<file path="src/rtl/add_operand_seq.sv">
// add_operand_seq: collects two operand beats (A then B), presents them
// bit-interleaved to an external combinational adder, captures the sum and
// hands it downstream with a valid/ready handshake.
// Optional feature: define ADD_OPERAND_SEQ_SAT_EN to clamp a carried-out sum
// to the largest WIDTH-bit value and raise out_sat.
module add_operand_seq #(
    parameter int WIDTH = 12
) (
    input  logic                 clk,
    input  logic                 rst_n,
    input  logic                 in_valid,
    output logic                 in_ready,
    input  logic [WIDTH-1:0]     in_data,
    input  logic                 abort,
    output logic [2*WIDTH-1:0]   adder_in,
    input  logic [WIDTH:0]       adder_sum,
    output logic                 out_valid,
    input  logic                 out_ready,
    output logic [WIDTH:0]       out_data,
    output logic                 out_sat,
    output logic [7:0]           op_cnt
);

    typedef enum logic [1:0] {
        IDLE   = 2'd0,
        WAIT_B = 2'd1,
        EVAL   = 2'd2,
        OUT    = 2'd3
    } state_t;

    state_t           state;
    state_t           state_nxt;
    logic [WIDTH-1:0] a_reg;
    logic [WIDTH-1:0] b_reg;
    logic [WIDTH:0]   res_reg;
    logic [7:0]       cnt_reg;
    logic             in_fire;
    logic             out_fire;
    logic             eval_cap;

    // Clamp a carried-out sum to the largest representable WIDTH-bit value
    // when saturation is built in; otherwise pass the sum through untouched.
    function automatic logic [WIDTH:0] saturate(input logic [WIDTH:0] s);
`ifdef ADD_OPERAND_SEQ_SAT_EN
        if (s[WIDTH])
            return {1'b0, {WIDTH{1'b1}}};
        return s;
`else
        return s;
`endif
    endfunction

    // Handshake qualifiers; abort blocks both sides in the cycle it is high.
    always_comb begin
        in_ready = ((state == IDLE) || (state == WAIT_B)) && !abort;
        in_fire  = in_valid && in_ready;
        out_fire = (state == OUT) && out_ready && !abort;
        eval_cap = (state == EVAL) && !abort;
    end

    // Next-state logic; abort returns to IDLE from anywhere.
    always_comb begin
        state_nxt = state;
        if (abort) begin
            state_nxt = IDLE;
        end else begin
            case (state)
                IDLE:    if (in_fire)  state_nxt = WAIT_B;
                WAIT_B:  if (in_fire)  state_nxt = EVAL;
                EVAL:                  state_nxt = OUT;
                OUT:     if (out_fire) state_nxt = IDLE;
                default:               state_nxt = IDLE;
            endcase
        end
    end

    // State register.
    always_ff @(posedge clk or negedge rst_n) begin
        if (!rst_n)
            state <= IDLE;
        else
            state <= state_nxt;
    end

    // Operand registers: first accepted beat is A, second is B.
    always_ff @(posedge clk or negedge rst_n) begin
        if (!rst_n) begin
            a_reg <= '0;
            b_reg <= '0;
        end else begin
            if (in_fire && (state == IDLE))
                a_reg <= in_data;
            if (in_fire && (state == WAIT_B))
                b_reg <= in_data;
        end
    end

    // Adder bus is driven purely from the operand registers, bit-interleaved.
    always_comb begin
        adder_in = '0;
        for (int i = 0; i < WIDTH; i++) begin
            adder_in[2*i]   = a_reg[i];
            adder_in[2*i+1] = b_reg[i];
        end
    end

    // Result capture at the closing edge of EVAL; held until the transfer.
    always_ff @(posedge clk or negedge rst_n) begin
        if (!rst_n)
            res_reg <= '0;
        else if (eval_cap)
            res_reg <= saturate(adder_sum);
    end

`ifdef ADD_OPERAND_SEQ_SAT_EN
    logic sat_reg;

    // Saturation flag captured alongside the result.
    always_ff @(posedge clk or negedge rst_n) begin
        if (!rst_n)
            sat_reg <= 1'b0;
        else if (eval_cap)
            sat_reg <= adder_sum[WIDTH];
    end

    assign out_sat = sat_reg;
`else
    assign out_sat = 1'b0;
`endif

    // Completed-transfer counter, wraps naturally at 8 bits.
    always_ff @(posedge clk or negedge rst_n) begin
        if (!rst_n)
            cnt_reg <= 8'd0;
        else if (out_fire)
            cnt_reg <= cnt_reg + 8'd1;
    end

    assign out_valid = (state == OUT);
    assign out_data  = res_reg;
    assign op_cnt    = cnt_reg;

endmodule

</file>
<file path="config.mk">
export PLATFORM = sky130hd
export DESIGN_NAME = add_operand_seq
export DESIGN_NICKNAME = d
export VERILOG_FILES = /design/src/rtl/add_operand_seq.sv
export SDC_FILE = /design/constraint.sdc
export NUM_CORES = 1
export LEC_CHECK = 0
export BUFFER_PORTS_ARGS = -buffer_cell sky130_fd_sc_hd__clkbuf_2
export CAP_MARGIN = 10
export CORE_ASPECT_RATIO = 0.75
export CORE_MARGIN = 2
export CORE_UTILIZATION = 48
export CTS_BUF_LIST = sky130_fd_sc_hd__clkbuf_8
export DETAILED_ROUTE_END_ITERATION = 12
export PLACE_DENSITY = 0.77
export SLEW_MARGIN = 30
export SYNTH_ARGS = -nofsm -noshare
export SYNTH_HDL_FRONTEND = slang
export SYNTH_SLANG_ARGS = --single-unit
</file>
<file path="constraint.sdc">
create_clock -name clk -period 2.4 [get_ports clk]
set_input_delay 0.48 -clock clk [delete_from_list [all_inputs] [get_ports clk]]
set_output_delay 0.48 -clock clk [all_outputs]
set_load 0.02 [all_outputs]
</file>
==> results of run 1 <==
==> area by class of cell <==
class | count | area (sq um)
fill | 320 | 1320
multi-input combinational | 77 | 697
clock inverter | 2 | 12.5
inverter | 2 | 7.51
timing repair buffer | 78 | 395
clock buffer | 6 | 82.6
sequential | 47 | 1180
tap | 52 | 65.1
==> routing by layer <==
metal	GRT usage [%]	vias up	share of wire, %
met3	4.75	5	5.6
met2	32.3	43	52
met5	0	-	0
met1	24.0	637	42
li1	-	612	-
met4	4.59	0	0.87
==> per-stage QoR <==
stage | setup WS (ns) | power [uW] | cell area (sq um) | util (%) | hold WS, ns
final | 0.496 | 3180 | 2440 | 64.9 | 0.266
after global placement | 0.792 | 2650 | 2340 | 62.3 | 0.457
after detailed placement | 0.721 | 2740 | 2340 | 62.3 | 0.463
after floorplan | 0.868 | 2230 | 1920 | - | 0.184
after global routing | 0.408 | 3380 | 2440 | 64.9 | 0.333
after CTS | 0.494 | 3220 | 2440 | 64.9 | 0.285
==> path summary, 6_finish.rpt <==
kind | cells after the start | startpoint | slack [ns] | endpoint
max in group asynchronous | 2 | rst_n | 1.75 | out_data[5]
min in group clk | 2 | adder_sum[1] | 0.41 | out_data[1]
min | 2 | rst_n | 0.27 | op_cnt[1]
max | 5 | state[1] | 0.50 | in_ready
max reg2reg | 4 | state[0] | 0.73 | a_reg[10]
min reg2reg | 1 | op_cnt[7] | 0.47 | op_cnt[7]
==> power breakdown <==
group / switching, uW / internal (uW) / leakage [uW]
registers: 195 / 1130 / 0.000579
clock network: 254 / 232 / 0.0000526
logic: 796 / 573 / 0.000628
==> cells in the mapped netlist (all sizes together) <==
cell    instances
conb            1
dfrtp          47
nand2b          1
a21oi           2
a21o            1
nand4           2
xor2            5
nand4b          1
inv             2
and3b           1
ha              5
a311oi          1
buf             4
nand3           1
mux2           38
nor2b           2
xnor2           2
nand2           6
nor2            5
nor3            2
o21bai          1
==> logic make-up after synthesis <==
family	count (synthesis)
AO/OA/AOI/OAI	5
flip-flops	47
other	1
multiplexers	38
XOR/XNOR	7
adder cells (fa/ha/maj)	5
AND/OR/NAND/NOR	21
buffers and inverters	6
==> metrics, run 1 <==
clk_lat worst skew=roughly 0.3 ns; maximum level of the CTS H-tree=2; placed insts=between 200 and 300; mean post-synth cell area=between 10 and 15 sq um; Setup CP Type=reg -> out; Leakage Power=0.00126 uW; HPWL after detailed placement=about 3000 um; post-CTS setup repair buffer count=0; Mapped Cells=130; number of global-route vias before repair=roughly 1300; CTS Buffer Depth=2; initial core utilization=between 50 and 60%; Worst path max stage delay=between 0.4 and 0.5 ns; WL final=3780 um; Port-buffer cells=76; largest family of logic cells by synthesized area=multiplexers; crit path DAT=between 1 and 1.5 ns; Clock Pin Slew Worst Setup and Hold Paths=0.08 ns; Die ar.=between 4000 and 5000 sq um; mapped cell area=approximately 1900 sq um; Seq/Total Area, Yosys=roughly 60%; Synth area leader=dfrtp_1; Starting DRT DRC Count=33; Hold WC Path Type=in -> async; Die Y=between 50 and 60 um; P&R area growth vs syn=27.0%; final setup TNS=0 ns; critical path's slowest cell=dfrtp_1; Final #Nets=246; post-CTS sizing=0; Largest register FFs=13; status=finished, final reports clean; num rows=19; clock sink count=47; Routability Congestion=0.762; PD cells=between 1000 and 1500 nW/um^2; WP data required=between 1.5 and 2 ns; unrepaired setup endpoints after global routing=no; DR pass1 iterations=3; synth unique cells=23; share of cells above drive strength 1=between 50% and 60%; Max-slew headroom=approximately 62%; # setup viols final=0; mux cell area share after synthesis=22.3%; complex-gate fraction of the synthesized area=roughly 1.8%; ant diodes=0; Max IR drop VDD=around 0.00071 V; most common cell after layout, fill and taps aside=clkbuf_2; die width=~77 um; # IOs=around 80; Worst Max-Slew Pin Slew=0.577 ns; Slew Viols, Final=0; post-route ant nets=0; max cap viols=0; Mapped Nets=between 150 and 200; first-pass GRT wire length=around 6500 um; TritonCTS clock tree=done; initial antenna violation count=0; Syn. warnings=0; WP buf/inv=2; critical path cell sequence=inv_1 -> ha_1 -> nor2_1 -> nor2_1 -> clkbuf_2; Post-Synth Simple-Gate Area=about 5.6%; XOR/XNOR Fraction of Synth Area=3.20%; Adder-Cell Fraction of Synth Area=3.26%; Final Skew=0.0105 ns; Worst path most repeated cell=nor2_1; CP endpoint kind=primary output; largest net degree at the start of global routing=48; CP Max Fanout=4; final hold viol count=0; Clock Tree Root=clkbuf_8; drt via density=4.91; TritonCTS buffer count=5; Post-Layout Cell Count=around 260; cts hold-fix bufs=0; detailed-route via count=between 1000 and 1500; most frequent cells in the layout=clkbuf_2 (76), dfrtp_1 (47), mux2_2 (38); global router's overall resource usage=18.6%; top cell type's share of synthesized area=between 60% and 70%; core area=3760 sq um; fin crit share=between 70% and 80%; min Tclk post-route=1.90 ns; Worst path top cell family by delay=flip-flops; DRC Markers=0; WL/cell=between 10 and 15 um; GR Overflow Total=0; highest clock rate=between 500 and 600 MHz; top cells by area, synth=dfrtp_1 (61%), mux2_2 (22%), ha_1 (3.3%); CP Launch Type=flop; Synth Register Bits=47
Note: power is estimated with default switching activity, not from simulation.
==> run 2: changes to the inputs <==
- ABC_AREA: default -> 1
- PLACE_DENSITY: 0.77 -> 0.75
- clock period: 2.4 -> 1.8 ns (I/O delays scaled with it)
==> run 2 against run 1 <==
Compared with the run above:
- final area rose by 11%
- die area is 13% higher
- area after synthesis up 14%
- clock power up 40%
- critical path depth unchanged
- sequential power increased by 31%
- total power up 35%
- combinational power is 38% higher
- setup slack got worse by 0.38 ns
==> metrics, run 2 <==
WL/cell=11.4 um (-21%); HPWL after detailed placement=3080 um (+3.6%); core area=4410 sq um (+18%); DR pass1 iterations=4 (+1); maximum level of the CTS H-tree=2 (unchanged); top cells by area, synth=dfrtp_1 (54%), nand2_1 (12%), o21ai_2 (8.9%); Synth Register Bits=47 (unchanged); Seq. cell area=1180 sq um (+0.11%); number of synthesized flops with an enable pin=0 (unchanged); mapped cell area=2180 sq um (+14%); CP endpoint kind=primary output; GR Overflow Total=0 (unchanged); top cell type's share of synthesized area=54.0% (-7.3 points); WP data required=1.44 ns (-0.48 ns); CP Launch Type=flop; Max IR drop VDD=0.000621 V (-13%); Post-Layout Cell Count=364 (+38%); unrepaired setup endpoints after global routing=no; cts hold-fix bufs=0 (unchanged); placed insts=355 (+39%); Adder-Cell Fraction of Synth Area=2.87% (-0.39 points); XOR/XNOR Fraction of Synth Area=1.61% (-1.6 points); P&R area growth vs syn=24.5%; Worst Max-Slew Pin Slew=0.559 ns (-0.0176 ns); clock sink count=47 (unchanged); Port-buffer cells=76 (unchanged); Synth Flop Type=dfrtp_1; final setup TNS=0 ns (unchanged); complex-gate fraction of the synthesized area=9.54% (+7.8 points); status=finished, final reports clean; Syn. warnings=0 (unchanged); initial core utilization=49.3% (-1.7 points); Starting DRT DRC Count=80 (+140%); CTS Buffer Depth=2 (unchanged); die width=81.8 um (+6.2%); Synth area leader=dfrtp_1; Final Skew=0.00540 ns (-0.00507 ns); most common cell after layout, fill and taps aside=clkbuf_2; Max-slew headroom=62.7% (+1.2 points); most frequent cells in the layout=clkbuf_2 (75), nand2_1 (71), dfrtp_1 (46); mux cell area share after synthesis=0% (-22 points); Leakage Power=0.00151 uW (+20%); Post-Synth Simple-Gate Area=23.3% (+18 points); Async S/R FF share, synth=100% (unchanged); largest net degree at the start of global routing=48 (unchanged); # IOs=78 (unchanged); synth unique cells=22 (-4.3%); DRC Markers=0 (unchanged); detailed-route via count=1663 (+28%); ant diodes=0 (unchanged); Post-synth top cells=nand2_1 (71), dfrtp_1 (47), inv_1 (26), nand3_1 (24), o21ai_2 (22); Setup CP Type=reg -> out; TritonCTS buffer count=5 (unchanged); final hold viol count=0 (unchanged); number of global-route vias before repair=1525 (+16%); area occupied by multi-input gates=841 sq um (+21%); global router's overall resource usage=17.5% (-1.1 points); Hold WC Path Type=in -> async; top-count cell post-synth=nand2_1; Routability Congestion=0.783 (+2.7%); TritonCTS clock tree=done; share of cells above drive strength 1=40.4% (-18 points); initial antenna violation count=0 (unchanged); CP Max Fanout=3 (-1); Clock Pin Slew Worst Setup and Hold Paths=0.08 ns (about the same); # setup viols final=0 (unchanged); Die Y=62.3 um (+6.1%); largest family of logic cells by synthesized area=simple AND/OR/NAND/NOR gates; fin crit share=93.5%; post-route ant nets=0 (unchanged); Mapped Cells=228 (+75%); min Tclk post-route=between 1.5 and 2 ns; drt via density=4.57 (-7.0%); max cap viols=0 (unchanged); Slew Viols, Final=0 (unchanged); Final #Nets=341 (+39%); PD cells=1590 nW/um^2 (+22%); clk_lat worst skew=0.29 ns (about the same); num rows=21 (+2); highest clock rate=594 MHz; Die ar.=5100 sq um (+13%); Seq/Total Area, Yosys=54.0% (-7.3 points); layout filler cell count=383 (+20%); mean post-synth cell area=9.55 sq um (-35%); WL final=4130 um (+9.3%); Clock Tree Root=clkbuf_8; crit path DAT=1.32 ns (-0.10 ns); first-pass GRT wire length=6760 um (+4.2%); Largest register FFs=13 (unchanged); Mapped Nets=263 (+59%)
[run 2: cell types whose count changed after synthesis, sizes merged, moves of 3 or more]
| cell | delta |
|---|---|
| o21ai | +24 |
| nor2 | +3 |
| nand2 | +67 |
| nand3 | +25 |
| inv | +26 |
| mux2 | -38 |
| buf | +4 |
[run 2: final cells by class]
class / count / area share, %
clock buffers: 7 / 3.55
clock inverters: 1 / 0.277
inverters: 28 / 3.88
multi-input cells: 144 / 31.0
flip-flops and latches: 47 / 43.4
well taps: 57 / 2.63
repair buffers: 80 / 15.2
[run 2: logic make-up after synthesis]
kind of cell               after synthesis
and+or+nand+nor                        109
DFF                                     47
buffers and inverters                   37
AOI/OAI and AO/OA                       25
adders and majority gates                5
xor gates and xnor gates                 4
other                                    1
[run 2: worst max-delay path, cell delays in order (launching register included)]
cell	delay [ns]
dfrtp_1	0.41
inv_2	0.10
ha_4	0.15
inv_1	0.06
a21oi_1	0.14
buf_4	0.16
[run 2: per-layer routing]
layer | wire [um] | vias up | part of all wire, % | track usage (%)
met5 | 0 | - | 0 | 0
met4 | 62 | 0 | 1.5 | 5.63
met3 | 261 | 5 | 6.3 | 5.52
met2 | 1910 | 48 | 46 | 27.6
met1 | 1900 | 743 | 46 | 22.7
li1 | - | 867 | - | -
[run 2: final timing paths]
kind,from,end,slack [ns],cells after the start
min reg2reg,out_data[1],out_data[1],0.48,2
max,state[1],in_ready,0.12,5
min in group clk,adder_sum[7],out_data[7],0.29,3
max reg2reg,state[1],b_reg[8],0.25,7
min,rst_n,out_data[12],0.14,2
max in group asynchronous,rst_n,state[0],1.25,2
[run 2: repair_timing]
action,4_1_cts,5_1_grt
resized for setup,3,6
endpoints found under the setup margin,1,1
setup buffers,0,1
endpoints found under the hold margin,0,0
[run 2: through the flow]
| step | setup slack (ns) | utilization, % | hold slack (ns) | power [uW] | area, sq um |
|---|---|---|---|---|---|
| global route | 0.0397 | 61.4 | 0.181 | 4650 | 2710 |
| global placement | 0.234 | 58.2 | 0.454 | 3550 | 2570 |
| CTS | 0.0155 | 60.8 | 0.167 | 4310 | 2680 |
| floorplan | 0.336 | - | 0.0644 | 3000 | 2180 |
| finish | 0.118 | 61.4 | 0.142 | 4310 | 2710 |
| detailed placement | 0.120 | 58.2 | 0.460 | 3610 | 2570 |
[run 2: report_power, final]
part | total [uW] | switching (uW) | internal, uW
sequential | 1740 | 259 | 1480
combinational | 1890 | 1220 | 672
clock | 678 | 329 | 349
==> run 3: changes to the inputs <==
--- a/config.mk
+++ b/config.mk
@@ -12,5 +12,5 @@
 export CORE_MARGIN = 2
 export CORE_UTILIZATION = 48
-export CTS_BUF_LIST = sky130_fd_sc_hd__clkbuf_8
+export CTS_BUF_LIST = sky130_fd_sc_hd__clkbuf_2
 export DETAILED_ROUTE_END_ITERATION = 12
 export PLACE_DENSITY = 0.75
==> constraint.sdc (replaced) <==
create_clock -name clk -period 1.8 [get_ports clk]
set_input_delay 0.09 -clock clk [delete_from_list [all_inputs] [get_ports clk]]
set_output_delay 0.09 -clock clk [all_outputs]
set_load 0.02 [all_outputs]
==> run 3 against run 2 <==
Compared with the run above:
- final area up 9.1%
- critical path depth rose by 2
- clock-buffer cell count down 2
- largest cell class unchanged
- critical path type is now reg -> reg
- via count increased by 9.8%
- non-clock buffer count up 30
- largest power group unchanged
==> metrics, run 3 (synthesis results as in run 2) <==
Slew Viols, Final=0 (unchanged); power share of the clock group=13.0% (-2.7 points); crit path DAT=1.92 ns (+0.60 ns); Clock Tree Root=clkbuf_2; Hold WC Path Type=in -> reg; largest net degree at the start of global routing=48 (unchanged); ant diodes=0 (unchanged); Leakage Power=0.00162 uW (+7.8%); initial antenna violation count=0 (unchanged); Switching Fraction=42.9% (+0.94 points); clock sink count=47 (unchanged); P_sw=1820 uW (+0.98%); WL final=4510 um (+9.1%); die width=81.8 um (unchanged); CP endpoint kind=flop; Final #Nets=371 (+8.8%); detailed-route via count=1826 (+9.8%); Final Skew=0.0217 ns (+0.0163 ns); Starting DRT DRC Count=64 (-20%); P&R area growth vs syn=35.9%; worst reg2reg path depth=7 (unchanged); GR Overflow Total=0 (unchanged); highest clock rate=618 MHz (+4.0%); CP Launch Type=flop; Hold Path Depth=5; HPWL after detailed placement=3100 um (+0.74%); # IOs=78 (unchanged); r2r setup slk=0.18 ns (-0.07 ns); WP data required=2.10 ns (+0.66 ns); final hold viol count=0 (unchanged); most common cell after layout, fill and taps aside=clkbuf_2; hold path start=in_valid; Routability Congestion=0.769 (-1.8%); placed insts=354 (-0.28%); initial core utilization=49.3% (unchanged); max cap viols=0 (unchanged); fin crit share=89.8% (-3.6 points); num rows=21 (unchanged); Largest register FFs=13 (unchanged); maximum level of the CTS H-tree=2 (unchanged); Port-buffer cells=76 (unchanged); pre-CTS setup slack=0.172 ns (+0.0527 ns); Setup CP Type=reg -> reg; fin util=67.0% (+5.6 points); global router's overall resource usage=19.3% (+1.8 points); DRC Markers=0 (unchanged); share of cells above drive strength 1=36.5% (-3.9 points); drt via density=4.63 (+1.4%); PD cells=1440 nW/um^2 (-9.5%); worst reg2reg path startpoint=state[1]; internal cell power=2430 uW (-2.8%); Worst path most repeated cell=inv_1; Max IR drop VDD=0.000693 V (+12%); post-route ant nets=0 (unchanged); final setup TNS=0 ns (unchanged); Clock Pin Slew Worst Setup and Hold Paths=0.23 ns (+0.15 ns); core area=4410 sq um (unchanged); Max-slew headroom=61.9% (-0.79 points); # setup viols final=0 (unchanged); CP Max Fanout=24 (+21); number of global-route vias before repair=1699 (+11%); most frequent cells in the layout=clkbuf_2 (80), nand2_1 (71), dfrtp_1 (47); clk_lat worst skew=0.40 ns (+0.11 ns); Die Y=62.3 um (unchanged); TritonCTS clock tree=done; min Tclk post-route=1.62 ns (-0.0650 ns); Die ar.=5100 sq um (unchanged); critical path's slowest cell=dfrtp_1; reg-to-reg endpoint=b_reg[10]; first-pass GRT wire length=7600 um (+12%); sequential power share=40.6% (+0.2 points); WL/cell=11.4 um (+0.79%); worst setup margin=0.183 ns (+0.0650 ns); unrepaired setup endpoints after global routing=no; Hold Path End=state[0]; DR pass1 iterations=4 (unchanged); CTS Buffer Depth=2 (unchanged); TritonCTS buffer count=5 (unchanged); combinational share of power=46.5% (+2.6 points); status=finished, final reports clean; Post-Layout Cell Count=394 (+8.2%); Worst path max stage delay=0.43 ns (+0.02 ns); critical path cell sequence=inv_1 -> ha_2 -> inv_1 -> nand2_2 -> nand4_4 -> nand2_1 -> o21ai_2; Worst Max-Slew Pin Slew=0.571 ns (+0.0118 ns)
[run 3: cell count changes in the layout (fill, tap and decap cells not counted), moves of 2 or more]
cell | before | now
clkbuf_2 | 75 | 80
buf_4 | 5 | 7
clkbuf_8 | 7 | 0
inv_1 | 24 | 26
inv_2 | 4 | 2
dlygate4sd3_1 | 0 | 28
[run 3: metrics by stage]
| step | hold WS [ns] | cell area, sq um | total power [uW] |
|---|---|---|---|
| 2_1_floorplan | -0.206 | 2180 | 3000 |
| 3_3_place_gp | 0.222 | 2560 | 3550 |
| 3_5_place_dp | 0.218 | 2560 | 3620 |
| 4_1_cts | 0.117 | 2910 | 4210 |
| 5_1_grt | 0.140 | 2960 | 4590 |
| 6_report | 0.145 | 2960 | 4250 |
[run 3: final cells by class]
| type | instances | area [sq um] |
|---|---|---|
| clock buffers | 5 | 25.0 |
| flip-flops and latches | 47 | 1180 |
| inverters | 28 | 105 |
| well taps | 57 | 71.3 |
| multi-input cells | 144 | 835 |
| repair buffers | 110 | 708 |
| fillers | 356 | 1460 |
| clock inverters | 3 | 38.8 |
[run 3: metal layers]
layer	routed length (um)	GRT usage (%)
met2	2130	32.0
met4	55	5.00
met5	0	0
met1	2050	24.6
met3	276	5.52
[run 3: worst max-delay path by stage]
stage	cells past startpoint	start	end
after floorplan	5	state[0]	op_cnt[2]
after global placement	7	state[0]	b_reg[8]
after global routing	7	state[1]	b_reg[6]
after detailed placement	7	state[0]	b_reg[0]
final	7	state[1]	b_reg[10]
after CTS	5	state[0]	in_ready
[run 3: what timing repair did]
item,4_1_cts,5_1_grt
endpoints found under the setup margin,0,7
hold endpoints to repair,86,0
hold buffers,28,0
gates resized for setup,0,6
setup buffers,0,4
[run 3: power groups by stage]
stage,clock [uW],sequential (uW),combinational [uW]
after floorplan,0,2240,762
after global placement,0,1740,1810
after detailed placement,0,1760,1860
after CTS,570,1740,1910
after global routing,632,1780,2180
final,551,1730,1980
[run 3: critical path, delay by kind of cell, from the launching register on]
| family | cells | cell delay (ns) |
|---|---|---|
| AOI/OAI and AO/OA | 1 | 0.07 |
| adders and majority gates | 1 | 0.23 |
| buffers and inverters | 2 | 0.19 |
| DFF | 1 | 0.43 |
| and+or+nand+nor | 3 | 0.61 |
